[config.mk]
export PLATFORM = sky130hd
export DESIGN_NAME = prbs_sat_acc
export DESIGN_NICKNAME = d
export VERILOG_FILES = /design/src/rtl/prbs_chk_sat_acc.sv
export SDC_FILE = /design/constraint.sdc
export NUM_CORES = 1
export LEC_CHECK = 0
export CELL_PAD_IN_SITES_DETAIL_PLACEMENT = 0
export CELL_PAD_IN_SITES_GLOBAL_PLACEMENT = 1
export CORE_ASPECT_RATIO = 1.2
export CORE_MARGIN = 4
export CORE_UTILIZATION = 35
export DETAILED_ROUTE_END_ITERATION = 7
export PLACE_DENSITY_LB_ADDON = 0.1
export SETUP_SLACK_MARGIN = 0.4
export SYNTH_ARGS = -nofsm -noshare
export SYNTH_HDL_FRONTEND = slang
export SYNTH_SLANG_ARGS = --single-unit
[constraint.sdc]
create_clock -name clk -period 5.2 [get_ports clk]
set_input_delay 1.56 -clock clk [delete_from_list [all_inputs] [get_ports clk]]
set_output_delay 1.56 -clock clk [all_outputs]
set_load 0.05 [all_outputs]
[src/rtl/prbs_chk_sat_acc.sv]
`default_nettype none
// ============================================================================
// Module   : prbs_sat_acc
// Brief    : Saturating accumulator with same-cycle clear-and-add.
// Revision : 1.0 - initial release
// ============================================================================
module prbs_sat_acc #(
    parameter int WIDTH     = 32,
    parameter int INC_WIDTH = 1
) (
    input  logic                 clk,
    input  logic                 rst,
    input  logic                 i_clr,
    input  logic                 i_en,
    input  logic [INC_WIDTH-1:0] i_inc,
    output logic [WIDTH-1:0]     o_acc
);

    localparam int c_SUM_W = ((WIDTH > INC_WIDTH) ? WIDTH : INC_WIDTH) + 1;
    localparam logic [c_SUM_W-1:0] c_MAX = c_SUM_W'({WIDTH{1'b1}});

    logic [WIDTH-1:0]   r_acc;
    logic [WIDTH-1:0]   w_base;
    logic [WIDTH-1:0]   w_acc_nxt;
    logic [c_SUM_W-1:0] w_sum;

    // A clear restarts from zero but still keeps this cycle's increment.
    always_comb begin
        w_base    = i_clr ? '0 : r_acc;
        w_sum     = c_SUM_W'(w_base) + c_SUM_W'(i_inc);
        w_acc_nxt = w_base;
        if (i_en)
            w_acc_nxt = (w_sum > c_MAX) ? {WIDTH{1'b1}} : w_sum[WIDTH-1:0];
    end

    always_ff @(posedge clk) begin
        if (rst)
            r_acc <= '0;
        else
            r_acc <= w_acc_nxt;
    end

    assign o_acc = r_acc;

endmodule
`default_nettype wire

# --- After elaboration in Yosys (flattened, before gate mapping) ---
# Index checks and enable logic that the tools add are counted.
totals:
  register_bits: 32
  input_bits: 5
op_classes:
  magnitude_cmp: 1
  n_mux: 3
  addsub: 1
ops:
  columns: ["op", "n"]
  rows:
  - ["$mux 32", 3]
  - ["$add 32x1->33", 1]
  - ["$gt 33x32->1 const B", 1]

# --- Depth between registers and ports, before layout ---
depth:
  ltp_word: 5
  depth_mapped: 13
  depth_no_buf: 8

# --- Worst setup path after synthesis ---
# Ideal clock, no wire load.
synth_path:
  kind: "input -> register"
  start: "input port i_clr"
  end: "register r_acc[30], in the netlist o_acc[30]"
  setup_slack_ns: 0.623
  required_ns: 5.121
  cell_stages: 13
  path_buffers: 5
  arrival_time_ns: 4.497
  setup_time_ns: 0.079
  path_cell_list: "clkbuf_1 clkbuf_1 clkbuf_1 nor2b_1 ha_1 ha_1 nand4_1 or4_4 buf_6 or4_4 buf_6 and4_1 a211oi_2"
synth_via:
  elab_chain_cells: 5
synth_rtl:
  columns: ["element", "line", "text"]
  rows:
  - ["start, declared", "13", "input logic i_clr,"]
  - ["$mux 32 *", "29", "w_base = i_clr ? '0 : r_acc;"]
  - ["$add 32x1->33", "30", "w_sum = c_SUM_W'(w_base) + c_SUM_W'(i_inc);"]
  - ["$gt 33x32->1", "33", "w_acc_nxt = (w_sum > c_MAX) ? {WIDTH{1'b1}} : w_sum[WIDTH-1:0];"]
  - ["$mux 32", "33", null]
  - ["$mux 32 *", "32", "if (i_en)"]
  - ["end signal, assigned", "40", "r_acc <= w_acc_nxt;"]
  - ["end, declared", "22", "logic [WIDTH-1:0] r_acc;"]
# Every way passes the cells marked *; elsewhere a longest branch is shown, timed or not.
# A chain may end at the register's enable or synchronous reset.

# --- Worst setup path after layout ---
# Same ends and word-level chain as after synthesis.

==> summary.txt <==
Outcome: complete, no violations
Root Driver: clkbuf_8
Clock latency on the worst-skew pair: 0.29 ns
Post-cts sizing count: 0
CP Depth: 9
Final Cycle Share: 82.78%
Syn-to-layout area delta: 26.90%
Setup TNS: 0 ns
R2r setup slk: 2.33 ns
Fin. Hold Viols: 0
Most frequent cells in the layout: clkdlybuf4s50_1 (36), dfxtp_1 (32), nand2_1 (28), nor2_1 (20), a21oi_1 (19)
First-pass GRT wire length: 11,410 um
CTS sink cnt: 32
Arrival @ worst endpoint: 4.52 ns
EDFF count, synth: 0
Drt wl/cell: 18.03 um
Required @ worst endpoint: 5.42 ns
Initial antenna violation count: 0
CTS Hold Bufs: 0
Share of layout cells above drive strength 1: 7.419%
Post-DP HPWL: 5070 um
Die height: 92.72 um
# fillers: 596
Core area: 5743 um2
Routability cong.: 0.8390
Max Cap Violations: 0
Buf/Inv on CP: 1
Initial cell density of the core: 36.45%
Syn nets: 282
Vias in the first global route: 2,237
Commonest non-fill, non-tap cell in the layout: clkdlybuf4s50_1
Post-CTS setup buffers: 0
Syn_area_per_cell: 7.612 um2
Total global routing overflow: 0
Antenna Cells: 0
CTS tree: built
Tot GR Track Use: 19.94%
Routed wl met3: 270 um
Worst vdd ir: 0.00007619 V
Rows: 30
Max reg flops: 32
Crit path from: i_clr
Mapped Area: 2093 um2
Worst-case clock buffer depth: 2
Power Density: 208.2 nW/um2
Yosys warns: 0
Slowest CP cell: or4_4
Top layer in use: met4
Critical path endpoint: o_acc[30]$_SDFF_PP0_
Critical path, cell by cell: clkdlybuf4s50_1, nor2b_1, ha_1, ha_1, nand4_1, or4_4, or4_4, and4_1, a211oi_2
Final setup fails: 0
Routed metal-1 wire length: 3168 um
Worst r2r dst: o_acc[30]$_SDFF_PP0_
Worst Path Max Fanout: 8
Worst-Margin Slew: 0.7278 ns
Post-route ant nets: 0
Cts bufs inserted: 5
Reg2reg path depth: 8
LEAKAGE: 0.8414 nW
Worst Setup Start Kind: input pin
Headroom to the max-slew limit: 51.11%
Worst reg2reg startpoint: o_acc[0]$_SDFF_PP0_
Post-layout minimum cycle time: 4.305 ns
Die Area: 7287 um2
DR vias/cell: 5.849
Register area share after synthesis: 30.60%
Clock skew: 0.009194 ns
Htree depth: 2
Critical path class: input pin to flip-flop
DRC viols: 0
Final Util: 46.25%
TritonRoute pass-1 iters: 5
DR iter-0 viols: 109
Die X: 78.60 um
Post-Synthesis Cells: 275
Cell family with most CP delay: simple AND/OR/NAND/NOR gates
Setup crit end kind: flip-flop
Max-slew violations: 0
Post-synthesis async set-or-reset flop share: 0%
Top Ports: 37
Post-layout nets: 316
Unrepaired setup endpoints after global routing: false
Routed wire length: 7031 um
Metal2 WL: 3481 um
Yosys cell types: 47
Largest net degree at the start of global routing: 37
IO Port Bufs: 36
Clock transition at path regs: 0.07 ns
Largest stage delay, worst path: 0.63 ns
#FFs+latches synth: 32
HP Class: flip-flop to flip-flop
Dominant synthesized flop cell: dfxtp_1
Via count of the routed design: 2,281
Max Freq: 232.3 MHz
## logic make-up after synthesis
| group | synth area share, % |
|---|---|
| multiplexers | 2.869 |
| AND/OR/NAND/NOR | 39.75 |
| XOR/XNOR | 0.4185 |
| buffers and inverters | 4.901 |
| flip-flops | 30.60 |
| AO/OA/AOI/OAI | 20.26 |
| adder cells (fa/ha/maj) | 1.195 |
## metal layers
layer	global-route usage, %	up-vias
met3	3.599	11
met4	6.560	0
li1	-	1124
met1	24.48	1084
met2	34.77	62
met5	0	-
## power by group
group	switching [mW]	internal, mW	leakage, nW
clock	0.101	0.169	0.0645
combinational	0.0251	0.0113	0.519
sequential	0.000838	0.246	0.258
total	0.127	0.426	0.841
## cell usage after synthesis, types with 2 or more instances
cell      instances  area [um2]
a211oi_1          4       30.03
clkbuf_1         12       45.04
buf_6             2       22.52
and3_1            5       31.28
nand2b_1          2       12.51
ha_1              2       25.02
nor4_1           13       81.33
nand2_1          28       105.1
o21ai_0          14       70.07
nor2_1           20       75.07
or4_4             2       22.52
and4_1            6       52.55
nand4b_1          2       17.52
nor3_1           13       65.06
inv_1             7       26.28
or4_1             2       15.01
o21a_1            2       15.01
nand3_1          10       50.05
o211ai_1          2       15.01
nand4_1          18       112.6
dfxtp_1          32       640.6
nor2b_1          18       112.6
a31oi_1           5       31.28
mux2i_1           6       60.06
nand3b_1          2       15.01
o31a_1            2       17.52
a311oi_1          6       52.55
a21oi_1          19       95.09
## worst min-delay path by stage
stage / depth (start not counted) / endpoint / startpoint / slack (ns)
6_report: 2 / o_acc[25]$_SDFF_PP0_ / o_acc[25]$_SDFF_PP0_ / 0.54
5_1_grt: 2 / o_acc[25]$_SDFF_PP0_ / o_acc[25]$_SDFF_PP0_ / 0.58
4_1_cts: 2 / o_acc[25]$_SDFF_PP0_ / o_acc[25]$_SDFF_PP0_ / 0.54
3_5_place_dp: 2 / o_acc[25]$_SDFF_PP0_ / o_acc[25]$_SDFF_PP0_ / 0.52
3_3_place_gp: 2 / o_acc[25]$_SDFF_PP0_ / o_acc[25]$_SDFF_PP0_ / 0.53
2_1_floorplan: 2 / o_acc[25]$_SDFF_PP0_ / o_acc[25]$_SDFF_PP0_ / 0.72
## per-stage QoR
step           instances  cell area (um2)  setup slack, ns  hold WS (ns)  power (mW)
6_report             390             2656           0.8952        0.5356      0.5531
5_1_grt              390             2656           0.7622        0.5827      0.5698
2_1_floorplan        275             2093           0.6234        0.7247      0.2753
3_3_place_gp         382             2530           0.6705        0.5288      0.2890
4_1_cts              390             2656           0.9105        0.5367      0.5578
3_5_place_dp         382             2530           0.6232        0.5166      0.2891
## area by class of cell
| cell class | count | area [um2] | share of cell area (%) |
|---|---|---|---|
| Clock buffer | 7 | 96.34 | 3.627 |
| Inverter | 7 | 26.28 | 0.9892 |
| Timing Repair Buffer | 43 | 412.9 | 15.54 |
| Sequential cell | 32 | 640.6 | 24.12 |
| Multi-Input combinational cell | 220 | 1350 | 50.82 |
| Clock inverter | 1 | 30.03 | 1.130 |
| Tap cell | 80 | 100.1 | 3.768 |
## worst min-delay path, cell delays in order, from the launching register on
cell and delay [ns]:
dfxtp_1 0.34, nand2_1 0.09, a21oi_1 0.06
Note: power is estimated with default switching activity, not from simulation.
